<file path="src/rtl/bridge_pkg.sv">
// Shared state encoding, default address map and constants for sys_bus_bridge.
// No logic: types and localparams only.
// Imported by the bridge top; the decoder takes its map as parameters.
package bridge_pkg;

    typedef enum logic [1:0] {
        ST_IDLE   = 2'd0,
        ST_ACCESS = 2'd1,
        ST_RESP   = 2'd2
    } bridge_state_e;

    localparam logic [31:0] DM_BASE     = 32'h0000_0000;
    localparam logic [31:0] DM_MASK     = 32'hFFFF_C000;
    localparam logic [31:0] TIMER0_BASE = 32'h0000_7F00;
    localparam logic [31:0] TIMER0_MASK = 32'hFFFF_FFF0;
    localparam logic [31:0] TIMER1_BASE = 32'h0000_7F10;
    localparam logic [31:0] TIMER1_MASK = 32'hFFFF_FFF0;

    localparam logic [31:0] DEAD_VALUE  = 32'h1837_3695;

    localparam int CNT_W    = $clog2(256);
    localparam int HW_INT_W = 6;

endpackage

</file>
<file path="src/rtl/bridge_addr_decoder.sv">
// Address window decoder: one-hot hit of the lowest-index matching slave.
// Latency: combinational.
// Backpressure: none.
module bridge_addr_decoder #(
    parameter int                        NUM_SLAVES = 3,
    parameter logic [NUM_SLAVES*32-1:0]  SLV_BASE   = {bridge_pkg::TIMER1_BASE,
                                                       bridge_pkg::TIMER0_BASE,
                                                       bridge_pkg::DM_BASE},
    parameter logic [NUM_SLAVES*32-1:0]  SLV_MASK   = {bridge_pkg::TIMER1_MASK,
                                                       bridge_pkg::TIMER0_MASK,
                                                       bridge_pkg::DM_MASK}
) (
    input  logic [31:0]           addr,
    output logic [NUM_SLAVES-1:0] hit,
    output logic                  any_hit
);

    always_comb begin
        hit     = '0;
        any_hit = 1'b0;
        for (int i = 0; i < NUM_SLAVES; i++) begin
            if (!any_hit && ((addr & SLV_MASK[i*32 +: 32]) == SLV_BASE[i*32 +: 32])) begin
                hit[i]  = 1'b1;
                any_hit = 1'b1;
            end
        end
    end

endmodule

</file>
<file path="src/rtl/sys_bus_bridge.sv">
// CPU data port to memory-mapped slaves bridge with wait-state handshake and timeout.
// Latency: 2 cycles minimum (+1 per slave wait state); unmapped completes in 1.
// Backpressure: slv_ready stretches ACCESS up to TIMEOUT cycles; CPU holds cpu_req until cpu_ready.
module sys_bus_bridge #(
    parameter int                        NUM_SLAVES = 3,
    parameter logic [NUM_SLAVES*32-1:0]  SLV_BASE   = {bridge_pkg::TIMER1_BASE,
                                                       bridge_pkg::TIMER0_BASE,
                                                       bridge_pkg::DM_BASE},
    parameter logic [NUM_SLAVES*32-1:0]  SLV_MASK   = {bridge_pkg::TIMER1_MASK,
                                                       bridge_pkg::TIMER0_MASK,
                                                       bridge_pkg::DM_MASK},
    parameter int                        TIMEOUT    = 15,
    parameter logic [31:0]               DEAD_VALUE = bridge_pkg::DEAD_VALUE
) (
    input  logic                         clk,
    input  logic                         reset_n,
    input  logic                         cpu_req,
    input  logic                         cpu_we,
    input  logic [3:0]                   cpu_be,
    input  logic [31:0]                  cpu_addr,
    input  logic [31:0]                  cpu_wdata,
    output logic [31:0]                  cpu_rdata,
    output logic                         cpu_ready,
    output logic                         cpu_err,
    output logic [NUM_SLAVES-1:0]        slv_sel,
    output logic                         slv_we,
    output logic [3:0]                   slv_be,
    output logic [31:0]                  slv_addr,
    output logic [31:0]                  slv_wdata,
    input  logic [NUM_SLAVES*32-1:0]     slv_rdata,
    input  logic [NUM_SLAVES-1:0]        slv_ready,
    input  logic [NUM_SLAVES-1:0]        slv_irq,
    output logic [5:0]                   hw_int
);

    import bridge_pkg::*;

    localparam int              NIRQ    = (NUM_SLAVES < HW_INT_W) ? NUM_SLAVES : HW_INT_W;
    localparam logic [CNT_W-1:0] TO_LAST = CNT_W'(TIMEOUT - 1);

    bridge_state_e          state, state_nxt;
    logic [NUM_SLAVES-1:0]  hit;
    logic                   any_hit;
    logic [CNT_W-1:0]       cnt;
    logic                   sel_ready;
    logic [31:0]            sel_rdata;
    logic                   start, done_ok, done_err;
    logic [HW_INT_W-1:0]    irq_ext;

    // Decode the live CPU address so the IDLE->ACCESS decision lands on the request edge.
    bridge_addr_decoder #(
        .NUM_SLAVES (NUM_SLAVES),
        .SLV_BASE   (SLV_BASE),
        .SLV_MASK   (SLV_MASK)
    ) u_dec (
        .addr    (cpu_addr),
        .hit     (hit),
        .any_hit (any_hit)
    );

    always_comb begin
        sel_ready = 1'b0;
        sel_rdata = '0;
        for (int i = 0; i < NUM_SLAVES; i++) begin
            if (slv_sel[i]) begin
                sel_ready = sel_ready | slv_ready[i];
                sel_rdata = sel_rdata | slv_rdata[i*32 +: 32];
            end
        end
    end

    always_ff @(posedge clk or negedge reset_n) begin
        if (!reset_n) state <= ST_IDLE;
        else          state <= state_nxt;
    end

    always_comb begin
        state_nxt = state;
        start     = 1'b0;
        done_ok   = 1'b0;
        done_err  = 1'b0;
        case (state)
            ST_IDLE: begin
                if (cpu_req) begin
                    start = 1'b1;
                    if (any_hit) begin
                        state_nxt = ST_ACCESS;
                    end else begin
                        state_nxt = ST_RESP;
                        done_err  = 1'b1;
                    end
                end
            end
            ST_ACCESS: begin
                // Ready is checked first so a last-cycle response beats the timeout.
                if (sel_ready) begin
                    state_nxt = ST_RESP;
                    done_ok   = 1'b1;
                end else if (cnt == TO_LAST) begin
                    state_nxt = ST_RESP;
                    done_err  = 1'b1;
                end
            end
            ST_RESP:  state_nxt = ST_IDLE;
            default:  state_nxt = ST_IDLE;
        endcase
    end

    always_ff @(posedge clk or negedge reset_n) begin
        if (!reset_n) begin
            slv_sel   <= '0;
            slv_we    <= 1'b0;
            slv_be    <= '0;
            slv_addr  <= '0;
            slv_wdata <= '0;
            cnt       <= '0;
            cpu_ready <= 1'b0;
            cpu_err   <= 1'b0;
            cpu_rdata <= '0;
        end else begin
            if (start) begin
                slv_we    <= cpu_we;
                slv_be    <= cpu_be;
                slv_addr  <= cpu_addr;
                slv_wdata <= cpu_wdata;
            end
            if (state_nxt != ST_ACCESS) slv_sel <= '0;
            else if (start)             slv_sel <= hit;

            cnt       <= (state == ST_ACCESS && state_nxt == ST_ACCESS) ? cnt + 1'b1 : '0;
            cpu_ready <= done_ok | done_err;
            cpu_err   <= done_err;
            // cpu_rdata is only rewritten on completion so it holds between accesses.
            if (done_ok)       cpu_rdata <= slv_we ? '0 : sel_rdata;
            else if (done_err) cpu_rdata <= DEAD_VALUE;
        end
    end

    always_comb begin
        irq_ext = '0;
        for (int k = 0; k < NIRQ; k++) irq_ext[k] = slv_irq[k];
    end

    always_ff @(posedge clk or negedge reset_n) begin
        if (!reset_n) hw_int <= '0;
        else          hw_int <= irq_ext;
    end

endmodule

</file>
<file path="config.mk">
export PLATFORM = sky130hd
export DESIGN_NAME = sys_bus_bridge
export DESIGN_NICKNAME = d
export VERILOG_FILES = /design/src/rtl/bridge_pkg.sv /design/src/rtl/bridge_addr_decoder.sv /design/src/rtl/sys_bus_bridge.sv
export SDC_FILE = /design/constraint.sdc
export NUM_CORES = 1
export LEC_CHECK = 0
export ABC_AREA = 1
export ABC_CLOCK_PERIOD_IN_PS = 1700
export BUFFER_PORTS_ARGS = -buffer_cell sky130_fd_sc_hd__buf_2
export CORE_ASPECT_RATIO = 0.9
export CORE_MARGIN = 3
export CORE_UTILIZATION = 30
export CTS_CLUSTER_SIZE = 8
export DETAILED_ROUTE_END_ITERATION = 10
export GPL_TIMING_DRIVEN = 1
export PLACE_DENSITY = 0.68
export SYNTH_ARGS = -nofsm -noshare
export SYNTH_HDL_FRONTEND = slang
export SYNTH_HIERARCHICAL = 1
export SYNTH_SLANG_ARGS = --single-unit
export TNS_END_PERCENT = 50
</file>
<file path="constraint.sdc">
create_clock -name clk -period 1.7 [get_ports clk]
set_input_delay 0.425 -clock clk [delete_from_list [all_inputs] [get_ports clk]]
set_output_delay 0.425 -clock clk [all_outputs]
set_load 0.01 [all_outputs]
</file>
==> run metrics, run 1 <==
Worst Hold Class=input port to flop; nets@finish=1204; Largest stage delay, worst path=400 ps; f_max=0.620 GHz; clock buffer depth=2; CP max FO=34; number of cells on the critical path=2; # rows=47; number of enable flip-flop cells after synthesis=0; ratio of cells with drive above 1 in the final layout=0.346; # clock sinks=119; final-report max-slew violation count=0; Initial Utilization=0.307; Setup CP Type=flop to output pin; Pwr Density=1010 nW/um^2; Mapped Area=5670 sq um; Clk pin slew, worst setup/hold paths=60 ps; Max VDD drop=0.629 mV; r2r setup slk=190 ps; family with the most delay on the worst path=flip-flops; routability congestion estimate=0.797; Via density=4.46; RSZ-0062 raised after global routing=no; # fillers=1908; cell area after layout=8090 sq um; final setup vio count=0; synth top area cells=dfrtp_1 53%, nand2_1 28%, nand4_1 3.9%; register bit total from synthesis=119; top cell type's share of synthesized area=0.525; Routed WL=17400 microns; FF-to-FF End=cpu_rdata[23]; layout overhead on the synthesized area=42.7%; crit path time final=1610 ps; final hold violation count=0; Mapped Cells=743; Distinct cells, synth=26; Die ar.=20600 sq um; outcome=finished clean; remaining routing DRC violations=0; top cell type by total area after synthesis=dfrtp_1; Mapped Avg Cell Area=7.63 sq um; Yosys warnings=6; Tot GR Track Use=0.160; Setup TNS Final=0 ps; Placed Instance Area=7440 sq um; 1st-iter DRT viols=259; most common flop cell mapped by yosys=dfrtp_1; crit path to=slv_sel[0]; leakage power=4.57 nW; critical path arrival=1190 ps; wire length per cell=13.5 microns; placed cells=1253; crit share post-route=0.949; pin count of the biggest net entering global routing=54; Boundary Pins=286; critical path buffer and inverter count=2; top-count cell post-synth=nand2_1; worst reg-to-reg path cell count=8; crit path launch=slv_sel[0]; CTS buffer count=17; Root Driver=clkbuf_16; total gr overflow=0; Seq/Total Area, Yosys=0.525; Routed Antenna Nets=0; CTS tree=built; Worst setup EP type=output pin; reg2reg start=cnt[0]; final non-filler cell total=1286; Core Region=18500 sq um; CP Data Required Time=1270 ps; via count=5731; # diodes=0; antenna violations before repair=0; H-tree levels=4; final worst clock skew=16.6 ps; first-pass GRT wire length=26100 microns; worst hold margin=121 ps; CP Launch Type=flop; die extent in y=136 microns; count of port buffers added during placement=282; clk_lat worst skew=410 ps; CP max stage cell=dfrtp_1; post-detail-place hpwl=13000 microns; vias in the first global route=5283; CP Cell Sequence=buf_12, buf_2; maxcap violations=0; Pre-antenna DRT Iters=4; Async S/R FF share, synth=1.00; top cells by count, synth=425 x nand2_1, 119 x dfrtp_1, 42 x nand3_1; Die X=151 microns; Power Total=8.18 mW
## cell families (layout without fill, tap and decap cells)
logic type	Yosys count	in the layout	share of synthesized area
xor+xnor	2	2	0.00309
fa+ha+maj	2	2	0.00441
buf+inv	67	363	0.0543
compound gates	6	6	0.00618
other cells	1	3	0.000662
simple gates	546	546	0.406
flops	119	119	0.525
## repair_timing
item                                   4_1_cts  5_1_grt
setup buffers                                0        0
setup endpoints to repair                    1        2
endpoints found under the hold margin       22        0
pin swaps                                    0        0
hold buffers                                 1        0
resized for setup                            1        3
## power by group
group          leakage, nW  internal, mW  switching (mW)
Combinational         2.77         0.492           0.650
Clock                0.306          2.48            1.30
Sequential            1.49          3.10           0.148
Total                 4.57          6.08            2.10
## per-stage QoR
step | utilization | setup WS [ps]
final | 0.438 | 87.5
after floorplan | - | 111
after global routing | 0.438 | 10.6
after detailed placement | 0.403 | -179
after CTS | 0.437 | 0.515
after global placement | 0.403 | -126
## flip-flops by register name (all words and copies together) (netlist names), 2 cells and up
signal	cells
cnt	8
slv_be	4
hw_int	3
slv_addr	32
slv_sel	3
cpu_rdata	32
slv_wdata	32
state	2
## placed cells by master (no fill, tap or decap), drive strengths merged, types with 3 or more instances in the layout
master and count:
nand2 428, buf 305, dfrtp 119, nand3 48, nand4 35, nor2 31, inv 25, clkbuf 19
clkinv 8, bufinv 4, o21ai 3, conb 3
## area by class of cell
| type | count | area (sq um) | area share |
|---|---|---|---|
| clock inverter | 13 | 179 | 0.0221 |
| sequential | 119 | 2980 | 0.368 |
| multi-input combinational | 559 | 2390 | 0.295 |
| timing repair buffer | 306 | 1700 | 0.210 |
| clock buffer | 19 | 443 | 0.0547 |
| inverter | 25 | 93.8 | 0.0116 |
| tap | 245 | 307 | 0.0379 |
## per-layer routing
metal  wire length, microns  up-vias  GRT usage
met2                   8260      202      0.261
met4                    216        0     0.0433
met3                   1380       15     0.0560
met1                   7510     2634      0.203
li1                       -     2880          -
met5                      0        -          0
## worst min-delay path by stage
| stage | startpoint | to | slack, ps | depth (start not counted) |
|---|---|---|---|---|
| after floorplan | reset_n | cnt[0] | 130 | 0 |
| after global placement | reset_n | cpu_rdata[16] | 360 | 1 |
| after detailed placement | reset_n | cpu_rdata[0] | 360 | 1 |
| after CTS | slv_irq[2] | hw_int[2] | 100 | 1 |
| after global routing | slv_irq[2] | hw_int[2] | 100 | 1 |
| final | slv_irq[2] | hw_int[2] | 120 | 1 |
(Power assumes the default switching activity.)
==> run 2: changes to the inputs <==
==> constraint.sdc (replaced) <==
create_clock -name clk -period 1.7 [get_ports clk]
set_input_delay 0.425 -clock clk [delete_from_list [all_inputs] [get_ports clk]]
set_output_delay 0.425 -clock clk [all_outputs]
set_load 0.1 [all_outputs]
==> run 2 against run 1 <==
Compared with the run above:
- clock skew decreased by 7.8 ps
- worst setup slack worse by 61 ps
- total power is 18% higher
- register-to-register slack got worse by 30 ps
- combinational power grew to 2.7 times the previous value
- count of clock-buffer cells in the layout rose by 5
- critical path depth stayed put
- critical endpoint is now slv_sel[1]
- cell count is 0.54% higher
- critical path type unchanged
- largest cell class unchanged
- non-clock buffer count increased by 7
- via count is essentially flat
==> run metrics, run 2 (synthesis gave the netlist of run 1 again) <==
RSZ-0062 raised after global routing=yes; r2r setup slk=160 ps; clock buffer depth=2; final hold violation count=0; via count=5735; crit share post-route=0.984; clk_lat worst skew=410 ps; final worst clock skew=8.75 ps; CP Data Required Time=1270 ps; worst hold stages=1; 1st-iter DRT viols=240; Worst setup EP type=output pin; Initial Utilization=0.307; nets@finish=1211; Worst Hold Class=input port to flop; f_max=0.598 GHz; relative slew slack=0.658; post-layout util=0.444; maxcap violations=0; first-pass GRT wire length=26300 microns; commonest non-fill, non-tap cell in the layout=nand2_1; actual slew at the worst max-slew pin=516 ps; FF-to-FF End=cpu_rdata[30]; outcome=finished clean; Die X=151 microns; Routed Antenna Nets=0; layout overhead on the synthesized area=44.7%; family with the most delay on the worst path=flip-flops; final-report max-slew violation count=0; Hold Startpoint=slv_irq[0]; routability congestion estimate=0.792; ratio of cells with drive above 1 in the final layout=0.351; placed cells=1256; vias in the first global route=5291; worst reg-to-reg path cell count=6; Crit path top cell by count=buf_12; Setup CP Type=flop to output pin; final setup vio count=0; Worst Hold Endpoint=hw_int[0]; Max VDD drop=0.707 mV; wire length per cell=13.5 microns; CTS buffer count=17; Root Driver=clkbuf_16; # rows=47; # clock sinks=119; H-tree levels=4; Boundary Pins=286; critical path buffer and inverter count=2; Pwr Density=1180 nW/um^2; antenna violations before repair=0; total gr overflow=0; # diodes=0; count of port buffers added during placement=282; final non-filler cell total=1293; number of cells on the critical path=2; Die ar.=20600 sq um; critical path arrival=1250 ps; commonest cells after routing, fill and taps aside=425 x nand2_1, 277 x buf_2, 115 x dfrtp_1, 42 x nand3_1, 35 x nand4_1; remaining routing DRC violations=0; Via density=4.44; post-detail-place hpwl=12600 microns; Clk pin slew, worst setup/hold paths=50 ps; biggest regs=cpu_rdata x32, slv_addr x32, slv_wdata x32; dpl ws=-196 ps; Pre-antenna DRT Iters=4; crit path time final=1670 ps; CP Launch Type=flop; CP Cell Sequence=buf_12, buf_12; Largest stage delay, worst path=480 ps; CP max stage cell=dfrtp_4; Core Region=18500 sq um; pin count of the biggest net entering global routing=45; Routed WL=17500 microns; reg2reg start=slv_sel[2]; Power Total=9.64 mW; Final Worst Setup Slack=26.9 ps; leakage power=4.58 nW; CP max FO=34; CTS tree=built; die extent in y=136 microns; Tot GR Track Use=0.161
==> run 2: report_power, final <==
part	internal, mW	switching [mW]	total, mW
Clock	2.11	1.24	3.35
Sequential	3.10	0.147	3.25
Combinational	0.503	2.54	3.04
Total	5.72	3.92	9.64
==> run 2: worst max path at each step <==
stage	start	end	slack, ps
6_report	slv_sel[1]	slv_sel[1]	30
2_1_floorplan	slv_sel[2]	cpu_rdata[12]	40
5_1_grt	slv_sel[1]	slv_sel[1]	-20
3_5_place_dp	cpu_addr[17]	cpu_rdata[0]	-200
3_3_place_gp	cpu_addr[16]	cpu_rdata[28]	-120
4_1_cts	slv_sel[0]	slv_sel[0]	-10
==> run 2: final cells by class <==
class,instances,area (sq um)
Clock buffer,24,482
Clock inverter,8,72.6
Fill cell,1842,10300
Inverter,25,93.8
Multi-Input combinational cell,559,2390
Sequential cell,119,2990
Tap cell,245,307
Timing Repair Buffer,313,1860
==> run 2: per-stage QoR <==
| stage | cell area, sq um | setup TNS (ps) | hold slack (ps) |
|---|---|---|---|
| global route | 8200 | -20.5 | 106 |
| floorplan | 5690 | 0 | 129 |
| global placement | 7520 | -3530 | 398 |
| CTS | 8160 | -14.2 | 108 |
| finish | 8200 | 0 | 133 |
| detailed placement | 7520 | -5320 | 401 |
==> run 2: per-layer routing <==
layer	vias up	wire (microns)	global-route usage
li1	2896	-	-
met4	0	233	0.0514
met5	-	0	0
met1	2642	7540	0.203
met2	178	8680	0.275
met3	19	1050	0.0343
==> run 2: what timing repair did <==
action,in CTS,in global routing
cloned,1,1
hold buffers,1,0
pin swaps,0,0
endpoints found under the hold margin,28,0
buffers inserted,0,2
setup endpoints to repair,3,4
gates resized for setup,9,1
==> run 2: worst reg2reg max path, cell delays in order, from the launching register on <==
cell and delay, ps:
dfrtp_4 490, nand2_1 100, nand3_2 130, nand2_4 200
buf_4 320, nand4_1 140, nand2_1 100
